==> src/rtl/instr_program_loader_pkg.sv <==
// Shared definitions for the instruction program loader and the decode stage.
// Contents:
//   - instruction type codes (TYPE_R/J/I/S)
//   - bit positions of every field inside the 32-bit instruction word
//   - highest legal opcode per instruction type
//   - loader FSM state enum
//   - opcode_legal(): opcode range check used by the packer when the
//     LOADER_OPCODE_CHECK_EN build option is enabled
package instr_program_loader_pkg;

    localparam logic [1:0] TYPE_R = 2'b00;
    localparam logic [1:0] TYPE_J = 2'b01;
    localparam logic [1:0] TYPE_I = 2'b10;
    localparam logic [1:0] TYPE_S = 2'b11;

    localparam int OP_LSB     = 0;
    localparam int RS1_LSB    = 5;
    localparam int RD_LSB     = 10;
    localparam int RS2_LSB    = 15;
    localparam int SA_LSB     = 20;
    localparam int IMM14_LSB  = 15;
    localparam int SIMM24_LSB = 5;
    localparam int TYPE_LSB   = 29;
    localparam int STOP_BIT   = 31;

    localparam logic [4:0] MAX_OP_R = 5'd3;
    localparam logic [4:0] MAX_OP_J = 5'd1;
    localparam logic [4:0] MAX_OP_I = 5'd4;
    localparam logic [4:0] MAX_OP_S = 5'd3;

    typedef enum logic [1:0] {
        ST_IDLE = 2'b00,
        ST_LOAD = 2'b01,
        ST_DONE = 2'b10,
        ST_ERR  = 2'b11
    } state_t;

    // True when the opcode lies inside the legal range of its instruction type.
    function automatic logic opcode_legal(input logic [1:0] typ, input logic [4:0] op);
        logic ok_s;
        case (typ)
            TYPE_R:  ok_s = (op <= MAX_OP_R);
            TYPE_J:  ok_s = (op <= MAX_OP_J);
            TYPE_I:  ok_s = (op <= MAX_OP_I);
            TYPE_S:  ok_s = (op <= MAX_OP_S);
            default: ok_s = 1'b0;
        endcase
        return ok_s;
    endfunction

endpackage

==> src/rtl/instr_program_loader_if.sv <==
// Field-bundle stream into the instruction program loader.
// Signals: in_valid/in_ready handshake, in_type (00=R 01=J 10=I 11=S),
// in_opcode, in_rs1/in_rs2/in_rd, in_imm14, in_simm24, in_sa, in_stop.
// Modports: master = bundle producer (boot host), slave = loader.
interface instr_program_loader_if;
    logic        in_valid;
    logic        in_ready;
    logic [1:0]  in_type;
    logic [4:0]  in_opcode;
    logic [4:0]  in_rs1;
    logic [4:0]  in_rs2;
    logic [4:0]  in_rd;
    logic [13:0] in_imm14;
    logic [23:0] in_simm24;
    logic [4:0]  in_sa;
    logic        in_stop;

    modport master (
        output in_valid, in_type, in_opcode, in_rs1, in_rs2, in_rd,
               in_imm14, in_simm24, in_sa, in_stop,
        input  in_ready
    );

    modport slave (
        input  in_valid, in_type, in_opcode, in_rs1, in_rs2, in_rd,
               in_imm14, in_simm24, in_sa, in_stop,
        output in_ready
    );
endinterface

==> src/rtl/instr_program_loader_packer.sv <==
// instr_field_packer: purely combinational packer from decoded fields to the
// 32-bit instruction word, plus an illegal-opcode flag.
// Inputs : instr_type, opcode, rs1, rs2, rd, imm14, simm24, sa, stop.
// Outputs: word (encoded instruction, unused bits zero), illegal.
// Build option: LOADER_OPCODE_CHECK_EN -- when defined, illegal flags an
// opcode outside its type's range; when undefined, illegal is always 0.
module instr_field_packer
    import instr_program_loader_pkg::*;
(
    input  logic [1:0]  instr_type,
    input  logic [4:0]  opcode,
    input  logic [4:0]  rs1,
    input  logic [4:0]  rs2,
    input  logic [4:0]  rd,
    input  logic [13:0] imm14,
    input  logic [23:0] simm24,
    input  logic [4:0]  sa,
    input  logic        stop,
    output logic [31:0] word,
    output logic        illegal
);

    // Field placement: start from zero so bits a type does not use stay clear.
    always_comb begin
        word                 = 32'b0;
        word[STOP_BIT]       = stop;
        word[TYPE_LSB +: 2]  = instr_type;
        word[OP_LSB +: 5]    = opcode;
        case (instr_type)
            TYPE_R: begin
                word[RS1_LSB +: 5] = rs1;
                word[RD_LSB +: 5]  = rd;
                word[RS2_LSB +: 5] = rs2;
            end
            TYPE_J: begin
                word[SIMM24_LSB +: 24] = simm24;
            end
            TYPE_I: begin
                word[RS1_LSB +: 5]    = rs1;
                word[RD_LSB +: 5]     = rd;
                word[IMM14_LSB +: 14] = imm14;
            end
            TYPE_S: begin
                word[RS1_LSB +: 5] = rs1;
                word[RD_LSB +: 5]  = rd;
                word[RS2_LSB +: 5] = rs2;
                word[SA_LSB +: 5]  = sa;
            end
            default: begin
                word = 32'b0;
            end
        endcase
    end

`ifdef LOADER_OPCODE_CHECK_EN
    assign illegal = ~opcode_legal(instr_type, opcode);
`else
    assign illegal = 1'b0;
`endif

endmodule

==> src/rtl/instr_program_loader.sv <==
// instr_program_loader: accepts decoded field bundles, packs them into 32-bit
// instruction words and writes them to instruction memory from BASE_ADDR.
// Ports:
//   clk, rst (async active-low), start (begin a load in IDLE/DONE/ERR)
//   in_if (slave)  : field-bundle stream, one word per cycle sustained
//   mem_we/mem_addr/mem_wdata : registered write port, one cycle after handshake
//   word_count : words written in the current load
//   busy (LOAD), done (stop word ended the load), err (overflow / illegal op)
// Build option: LOADER_OPCODE_CHECK_EN -- illegal opcodes are handshaken but
// not written and end the load in ERR.
module instr_program_loader
    import instr_program_loader_pkg::*;
#(
    parameter int ADDR_W    = 10,
    parameter int DEPTH     = 1024,
    parameter int BASE_ADDR = 0
) (
    input  logic                clk,
    input  logic                rst,
    input  logic                start,
    instr_program_loader_if.slave in_if,
    output logic                mem_we,
    output logic [ADDR_W-1:0]   mem_addr,
    output logic [31:0]         mem_wdata,
    output logic [ADDR_W:0]     word_count,
    output logic                busy,
    output logic                done,
    output logic                err
);

    localparam logic [ADDR_W-1:0] BASE_C  = ADDR_W'(BASE_ADDR);
    localparam logic [ADDR_W:0]   DEPTH_C = (ADDR_W+1)'(DEPTH);

    state_t              state_r, state_s;
    logic [ADDR_W-1:0]   ptr_r, ptr_s;
    logic [ADDR_W:0]     count_r, count_s;
    logic                stop_seen_r, stop_seen_s;
    logic                we_r, we_s;
    logic [ADDR_W-1:0]   addr_r, addr_s;
    logic [31:0]         wdata_r, wdata_s;
    logic                done_r, done_s;
    logic                err_r, err_s;
    logic                in_ready_s;
    logic                hs_s;
    logic [31:0]         word_s;
    logic                illegal_s;

    instr_field_packer u_packer (
        .instr_type (in_if.in_type),
        .opcode     (in_if.in_opcode),
        .rs1        (in_if.in_rs1),
        .rs2        (in_if.in_rs2),
        .rd         (in_if.in_rd),
        .imm14      (in_if.in_imm14),
        .simm24     (in_if.in_simm24),
        .sa         (in_if.in_sa),
        .stop       (in_if.in_stop),
        .word       (word_s),
        .illegal    (illegal_s)
    );

    // Ready depends only on registered state, so it never combinationally follows in_valid.
    assign in_ready_s     = (state_r == ST_LOAD) && (count_r < DEPTH_C) && !stop_seen_r;
    assign hs_s           = in_if.in_valid && in_ready_s;
    assign in_if.in_ready = in_ready_s;

    assign mem_we     = we_r;
    assign mem_addr   = addr_r;
    assign mem_wdata  = wdata_r;
    assign word_count = count_r;
    assign busy       = (state_r == ST_LOAD);
    assign done       = done_r;
    assign err        = err_r;

    // Next-state and next-output logic; every register holds unless changed below.
    always_comb begin
        state_s     = state_r;
        ptr_s       = ptr_r;
        count_s     = count_r;
        stop_seen_s = stop_seen_r;
        we_s        = 1'b0;
        addr_s      = addr_r;
        wdata_s     = wdata_r;
        done_s      = done_r;
        err_s       = err_r;
        case (state_r)
            ST_IDLE, ST_DONE, ST_ERR: begin
                if (start) begin
                    state_s     = ST_LOAD;
                    ptr_s       = BASE_C;
                    count_s     = '0;
                    stop_seen_s = 1'b0;
                    done_s      = 1'b0;
                    err_s       = 1'b0;
                end else begin
                    state_s = state_r;
                end
            end
            ST_LOAD: begin
                if (hs_s) begin
                    if (illegal_s) begin
                        // Consumed but dropped; leaving LOAD now drops ready next cycle.
                        state_s = ST_ERR;
                        err_s   = 1'b1;
                    end else begin
                        we_s        = 1'b1;
                        addr_s      = ptr_r;
                        wdata_s     = word_s;
                        ptr_s       = ptr_r + 1'b1;
                        count_s     = count_r + 1'b1;
                        stop_seen_s = in_if.in_stop;
                    end
                end else if (stop_seen_r) begin
                    // Stop is tested first so a stop in the final slot ends in DONE.
                    state_s = ST_DONE;
                    done_s  = 1'b1;
                end else if (count_r == DEPTH_C) begin
                    state_s = ST_ERR;
                    err_s   = 1'b1;
                end else begin
                    state_s = ST_LOAD;
                end
            end
            default: begin
                state_s = ST_IDLE;
            end
        endcase
    end

    // State and output registers; reset drops any pending write at once.
    always_ff @(posedge clk or negedge rst) begin
        if (!rst) begin
            state_r     <= ST_IDLE;
            ptr_r       <= BASE_C;
            count_r     <= '0;
            stop_seen_r <= 1'b0;
            we_r        <= 1'b0;
            addr_r      <= BASE_C;
            wdata_r     <= 32'b0;
            done_r      <= 1'b0;
            err_r       <= 1'b0;
        end else begin
            state_r     <= state_s;
            ptr_r       <= ptr_s;
            count_r     <= count_s;
            stop_seen_r <= stop_seen_s;
            we_r        <= we_s;
            addr_r      <= addr_s;
            wdata_r     <= wdata_s;
            done_r      <= done_s;
            err_r       <= err_s;
        end
    end

endmodule

==> src/flat_wrapper.sv <==
// flat-port wrapper written by rule: the top's interface ports become plain ports
module instr_program_loader_flat import instr_program_loader_pkg::*;
#(
    parameter int ADDR_W    = 10,
    parameter int DEPTH     = 1024,
    parameter int BASE_ADDR = 0
)
  (clk, rst, start, mem_we, mem_addr, mem_wdata, word_count, busy, done, err, in_if_in_valid, in_if_in_type, in_if_in_opcode, in_if_in_rs1, in_if_in_rs2, in_if_in_rd, in_if_in_imm14, in_if_in_simm24, in_if_in_sa, in_if_in_stop, in_if_in_ready);
  instr_program_loader_if in_if_i ();
  input  logic clk;
  input  logic rst;
  input  logic start;
  output logic mem_we;
  output logic [ADDR_W-1:0] mem_addr;
  output logic [31:0] mem_wdata;
  output logic [ADDR_W:0] word_count;
  output logic busy;
  output logic done;
  output logic err;
  input wire logic [$bits(in_if_i.in_valid)-1:0] in_if_in_valid;
  input wire logic [$bits(in_if_i.in_type)-1:0] in_if_in_type;
  input wire logic [$bits(in_if_i.in_opcode)-1:0] in_if_in_opcode;
  input wire logic [$bits(in_if_i.in_rs1)-1:0] in_if_in_rs1;
  input wire logic [$bits(in_if_i.in_rs2)-1:0] in_if_in_rs2;
  input wire logic [$bits(in_if_i.in_rd)-1:0] in_if_in_rd;
  input wire logic [$bits(in_if_i.in_imm14)-1:0] in_if_in_imm14;
  input wire logic [$bits(in_if_i.in_simm24)-1:0] in_if_in_simm24;
  input wire logic [$bits(in_if_i.in_sa)-1:0] in_if_in_sa;
  input wire logic [$bits(in_if_i.in_stop)-1:0] in_if_in_stop;
  output wire logic [$bits(in_if_i.in_ready)-1:0] in_if_in_ready;
  assign in_if_i.in_valid = in_if_in_valid;
  assign in_if_i.in_type = in_if_in_type;
  assign in_if_i.in_opcode = in_if_in_opcode;
  assign in_if_i.in_rs1 = in_if_in_rs1;
  assign in_if_i.in_rs2 = in_if_in_rs2;
  assign in_if_i.in_rd = in_if_in_rd;
  assign in_if_i.in_imm14 = in_if_in_imm14;
  assign in_if_i.in_simm24 = in_if_in_simm24;
  assign in_if_i.in_sa = in_if_in_sa;
  assign in_if_i.in_stop = in_if_in_stop;
  assign in_if_in_ready = in_if_i.in_ready;
  instr_program_loader #(.ADDR_W(ADDR_W), .DEPTH(DEPTH), .BASE_ADDR(BASE_ADDR)) u_core (.clk(clk), .rst(rst), .start(start), .in_if(in_if_i), .mem_we(mem_we), .mem_addr(mem_addr), .mem_wdata(mem_wdata), .word_count(word_count), .busy(busy), .done(done), .err(err));
endmodule
==> config.mk <==
export PLATFORM = sky130hd
export DESIGN_NAME = instr_program_loader_flat
export DESIGN_NICKNAME = d
export VERILOG_FILES = /design/src/rtl/instr_program_loader_pkg.sv /design/src/rtl/instr_program_loader_if.sv /design/src/rtl/instr_program_loader_packer.sv /design/src/rtl/instr_program_loader.sv /design/src/flat_wrapper.sv
export SDC_FILE = /design/constraint.sdc
export NUM_CORES = 1
export LEC_CHECK = 0
export ABC_AREA = 1
export CORE_AREA = 2 2 112 114
export DETAILED_ROUTE_END_ITERATION = 10
export DIE_AREA = 0 0 114 116
export PLACE_DENSITY_LB_ADDON = 0.12
export SETUP_SLACK_MARGIN = 0.2
export SYNTH_ARGS = -nofsm -noshare
export SYNTH_HDL_FRONTEND = slang
export SYNTH_SLANG_ARGS = --single-unit
==> constraint.sdc <==
create_clock -name clk -period 1.3 [get_ports clk]
set_input_delay 0.195 -clock clk [delete_from_list [all_inputs] [get_ports clk]]
set_output_delay 0.195 -clock clk [all_outputs]
set_load 0.005 [all_outputs]
# After elaboration in Yosys (flattened, before gate mapping)
# Index checks and enable logic that the tools add are counted.
# word_totals
register_bits	69
output_inout_bits	58
# classes
n_mux	26
reduce_logical	13
n_addsub	2
n_lt_le_gt_ge	1
eq_ne	13
# op_table
operator	n
$pmux W15 S3	1
$mux W11	2
$pmux W11 S2	1
$mux W10	2
$pmux W10 S2	1
$pmux W5 S3	1
$add A11 B1 Y11 const B	1
$eq A11 B11 Y1 const B	1
$lt A11 B11 Y1 const B	1
$add A10 B1 Y10 const B	1
$mux W1	9
$eq A2 B2 Y1 const B	4
$mux W2	4
$pmux W4 S2	1
$ne A2 B1 Y1 const B	3
$ne A2 B2 Y1 const B	3
$pmux W1 S2	3
$reduce_and A2 Y1	3
$eq A2 B1 Y1 const B	2
$logic_not A2 Y1	2
$pmux W2 S2	1
$reduce_and A4 Y1	1
$logic_and A1 B1 Y1	3
$reduce_and A3 Y1	1
3 further kinds	3

# Depth between registers and ports, before layout
# logic_depth
word_depth	6
mapped_depth	9

# By module
# From an unflattened synthesis, not the netlist that was laid out.
# hier_totals
cells_unflattened	502
area_unflattened_um2	3669.8
# modules_own_cells
module	instances	cells_each	area_per_inst_um2
instr_program_loader	1	373	3035.4
instr_field_packer	1	129	634.4

# Least setup slack after synthesis
# OpenSTA, ideal clock, no wires.
# synth_path
path_kind	register to register
start	reg u_core.count_r[10] (netlist: u_core.word_count[10])
end	reg u_core.count_r[6] (netlist: u_core.word_count[6])
path_slack_ns	0.031
synth_period_minus_slack_ns	1.269
t_arrival_ns	1.142
setup_time_ns	0.127
required_ns	1.173
stages_incl_launch_ff	8
cell_sequence	dfrtp_1 nor2_2 a21oi_1 nor2_4 inv_4 buf_6 nand2_1 o21ai_0
# synth_via
elab_chain_len	6
# synth_rtl
item	line_no	source
start: declaration	instr_program_loader.sv:36	logic [ADDR_W:0] count_r, count_s;
start signal: assignment	instr_program_loader.sv:145	count_r <= count_s;
$lt A11 B11 Y1	instr_program_loader.sv:63	assign in_ready_s = (state_r == ST_LOAD) && (count_r < DEPTH_C) && !stop_seen_r;
$logic_and A1 B1 Y1 (2 in a row)	instr_program_loader.sv:63	
$logic_and A1 B1 Y1	instr_program_loader.sv:64	assign hs_s = in_if.in_valid && in_ready_s;
$ne A2 B1 Y1 (no source line)	n/a	
$reduce_and A2 Y1 (no source line)	n/a	
# No other way between the ends.
# A chain may end at the register's enable or synchronous reset.

# Worst setup path in the final report
# layout_path
start	reg u_core.count_r[10] (netlist: u_core.word_count[10])
end	reg u_core.count_r[9] (netlist: u_core.word_count[9])
# Same word-level chain as after synthesis.

==> results by stage <==
Run status:
- The run finished, with violations left.
- The final reports fail on setup timing.

Placement:
- Routability-driven placement finished with a final weighted congestion of 0.907.
- In this run the tool buffered the top-level ports with 127 buffer cells.
- The worst setup slack after placement is -0.470 ns.
- After legalization and detailed placement, the total HPWL measured between 7000 and 8000 µm.

Pwr:
- The internal power summed over all cells is 0.00667 W.
- Summed over all cells, the static leakage comes to ~2.9 nW.
- Registers are responsible for between 30% and 40% of the overall power.
- The final total power is 0.0102 W.
- The worst ir drop on vdd is 0.00102 V.
- The total power density per cell area is 1760 mW/mm².
- The switching power is 0.00350 W.
- The part of the power in combinational logic is 46.9%.
- The switching fraction of total power is 34.4%.
- Of the total power, the clock network draws 22.3%.

Timing:
- In the post-route analysis, the smallest setup slack over all paths is -0.103 ns.
- The number of hold-slack violations in the final timing report is 0.
- The number of pins exceeding their max-slew limit in the final report is 0.
- The slew of the pin with the lowest slew margin is around 0.25 ns.
- In this run the tightest slew margin relative to its limit is 83.2%.
- Setup violations remaining at the end of the flow were counted as 58.
- The final worst clock skew is about 0.0047 ns.
- Across all hold checks on the routed design, the worst slack comes to 0.266 ns.
- The setup TNS is -2.40 ns.
- The post-route fraction of the period consumed by the critical path is 108%.
- Derived from the worst setup path, the maximum achievable clock frequency is 713 MHz.
- The routed design could run at a clock period as short as between 1 and 1.5 ns.
- Setup repair after global routing could not meet its margin everywhere.

Logic synthesis:
- The register area share after synthesis is ~50%.
- The number of warnings issued by yosys is 0.
- In the synthesized netlist, the number of instances is 432.
- The net count after synthesis is around 500.
- The average instance in the mapped netlist occupies 8.19 µm².
- The area of the mapped netlist is 0.00354 mm².
- The number of distinct library cells after synthesis is 31.
- The synthesized design contains 69 register bits.

GRT:
- The number of antenna violations at the first check in global routing came to 0.
- The overflow left after global routing is 0.
- The number of global-route vias before repair is approximately 3500.
- Entering global routing, the biggest net connects 41 pins.
- The global-route wire length before repair is 17300 µm.
- The all-layer global routing usage is 16.7%.

Clock tree:
- The largest buffer count on any clock path is 2.
- The H-tree depth is 3.
- The clock tree root buffer cell is sky130_fd_sc_hd__clkbuf_16.
- After clock tree synthesis, the clock-pin slew on the worst setup and hold paths is 0.05 ns.
- The number of buffers inserted during clock tree synthesis is 9.
- The CTS tree is done.
- Clock latency on the worst-skew pair, taken at its later pin, is ~0.33 ns.
- The tree built by TritonCTS fans out to 69 sinks.

Setup path:
- In this run the critical register-to-register path is captured at u_core.word_count[9].
- The signal on the critical path passes through buf_6 > nor2_4 > nand3_4 > clkinv_4 > buf_4 > buf_4 > nand2_1 > o21ai_2.
- In this run the worst path has a maximum fanout of 5.
- The minimum setup slack among reg-to-reg paths is -0.10 ns.
- The startpoint identified for the worst register-to-register timing path is u_core.word_count[10].
- The slowest library cell on the worst path is sky130_fd_sc_hd__dfrtp_2.
- By instance count, the cell type seen most on the critical path is sky130_fd_sc_hd__buf_4.
- Data arrives at the worst endpoint at 1.66 ns.
- The worst setup path is of the flip-flop to flip-flop kind.
- The delay contributed by the slowest stage of the critical path is roughly 0.42 ns.
- The endpoint class of the critical path is a flip-flop.
- The worst setup path is launched from a flip-flop.
- For the worst flop-to-flop path, the logic depth is 8.
- The required time reported for the critical path endpoint is around 1.6 ns.

Cells and area:
- Relative to the synthesized area, the layout overhead comes to 63.2%.
- The number of antenna diodes is 0.
- At the end of the flow, the number of nets in the layout was 701.
- The post-route netlist has 32.3% of its cells at a drive strength greater than 1.

Worst hold path:
- The worst hold path belongs to the class input pin to async pin.

Die:
- The die area is around 0.013 mm².
- In this run the core area contains 40 standard-cell rows.
- The I/O pin count is 128.
- In this run the horizontal extent of the chip is 114 µm.
- The initial cell density of the core is just under 30%.
- Measured along the y axis, the die boundary spans 116 µm.
- The floorplan step defined a core boundary enclosing between 0.01 and 0.015 mm².

Route:
- In this run the remaining antenna-violating nets after routing total 0.
- In the routed design, unresolved DRC markers number 0.
- The first detailed-routing pass ran for 4 iterations.
- The number of vias per cell after detailed routing is 4.69.
- The average wire per cell in the routed design is 14.5 µm.
- The total vias in the final route is 3635.
- The final wirelength is 11300 µm.
- After the first detailed-routing iteration, the DRC count stood at 149.

Flow run:
- Max-cap violations in this run came to 0.
[cells in the mapped netlist, drive strengths merged]
master,instances,area (µm²)
a22o,9,78.8
inv,44,168
or2,2,12.5
o22ai,3,25.0
o21ai,38,209
dfrtp,69,1730
xnor2,1,8.76
nand3,29,158
clkbuf,5,21.3
buf,14,123
ha,8,100
nor3,3,15.0
nand4,2,12.5
a21oi,18,90.1
nor2,34,153
nand2,137,519
o21a,1,7.51
o211ai,5,37.5
o31ai,10,75.1
[stage by stage]
step / util [%] / cell area, µm² / std cells
after global routing: 48.5 / 5780 / 775
after floorplan: - / 3570 / 432
final: 48.5 / 5780 / 775
after global placement: 43.7 / 5210 / 717
after CTS: 46.7 / 5570 / 764
after detailed placement: 43.7 / 5210 / 717
[critical path, delay by kind of cell, from the launching register on]
| kind | cells | cell delay, ns |
|---|---|---|
| AND/OR/NAND/NOR | 3 | 0.34 |
| AO/OA/AOI/OAI | 1 | 0.10 |
| flip-flops | 1 | 0.42 |
| buffers and inverters | 4 | 0.47 |
[layer usage]
layer | vias up | part of all wire, % | track usage (%)
li1 | 1785 | - | -
met1 | 1723 | 45 | 22.1
met2 | 114 | 47 | 26.9
met3 | 13 | 6.1 | 2.98
met4 | 0 | 1.7 | 7.24
met5 | - | 0 | 0
[power groups by stage]
stage / combinational [W] / sequential [W] / clock [W]
after floorplan: 0.00186 / 0.00322 / 0
after global placement: 0.00411 / 0.00318 / 0
after detailed placement: 0.00412 / 0.00320 / 0
after CTS: 0.00430 / 0.00312 / 0.00237
after global routing: 0.00522 / 0.00321 / 0.00244
final: 0.00477 / 0.00313 / 0.00227
[cells by family after synthesis]
kind of cell	synth area share, %
compound gates	14.8
xor+xnor	0.247
fa+ha+maj	2.83
buf+inv	8.80
flops	48.8
simple gates	24.6
[what timing repair did]
item,CTS,global route
pin swaps,9,6
hold buffers,1,0
buffers inserted,30,10
setup endpoints to repair,127,75
cloned,0,1
hold endpoints to repair,25,0
resized for setup,265,47
[state kept, by name, summed over array words and instances (netlist names)]
register            count
u_core.mem_we           1
u_core.err              1
u_core.mem_addr        10
u_core.mem_wdata       32
u_core.done             1
u_core.word_count      11
u_core.ptr_r           10
u_core.state_r          2
u_core.stop_seen_r      1
[cells in the final DEF, fill, tap and decap left out, drive strengths merged, types with 8 or more instances in the layout]
master / netlist / layout
clkdlybuf4s50: 0 / 67
nand2: 137 / 137
inv: 44 / 43
dfrtp: 69 / 69
a22o: 9 / 9
o31ai: 10 / 10
nor2: 34 / 34
a21oi: 18 / 18
nand3: 29 / 29
ha: 8 / 8
buf: 14 / 128
o21ai: 38 / 38
clkbuf: 5 / 17
[worst max-delay path by stage]
stage,start,to,slack [ns]
floorplan,u_core.word_count[10],u_core.word_count[6],0.04
global placement,in_if_in_type[1],u_core.mem_wdata[6],-0.42
detailed placement,in_if_in_type[1],u_core.mem_wdata[17],-0.47
CTS,u_core.word_count[0],u_core.err,-0.07
global route,u_core.word_count[10],u_core.mem_wdata[24],-0.18
finish,u_core.word_count[10],u_core.word_count[9],-0.10
[layout make-up]
class / count / area, µm²
multi-input cells: 300 / 1660
clock buffers: 15 / 268
inverters: 44 / 175
repair buffers: 199 / 1750
flip-flops and latches: 69 / 1730
clock inverters: 1 / 5.00
well taps: 147 / 184
fillers: 1199 / 6130
Note: power is estimated with default switching activity, not from simulation.
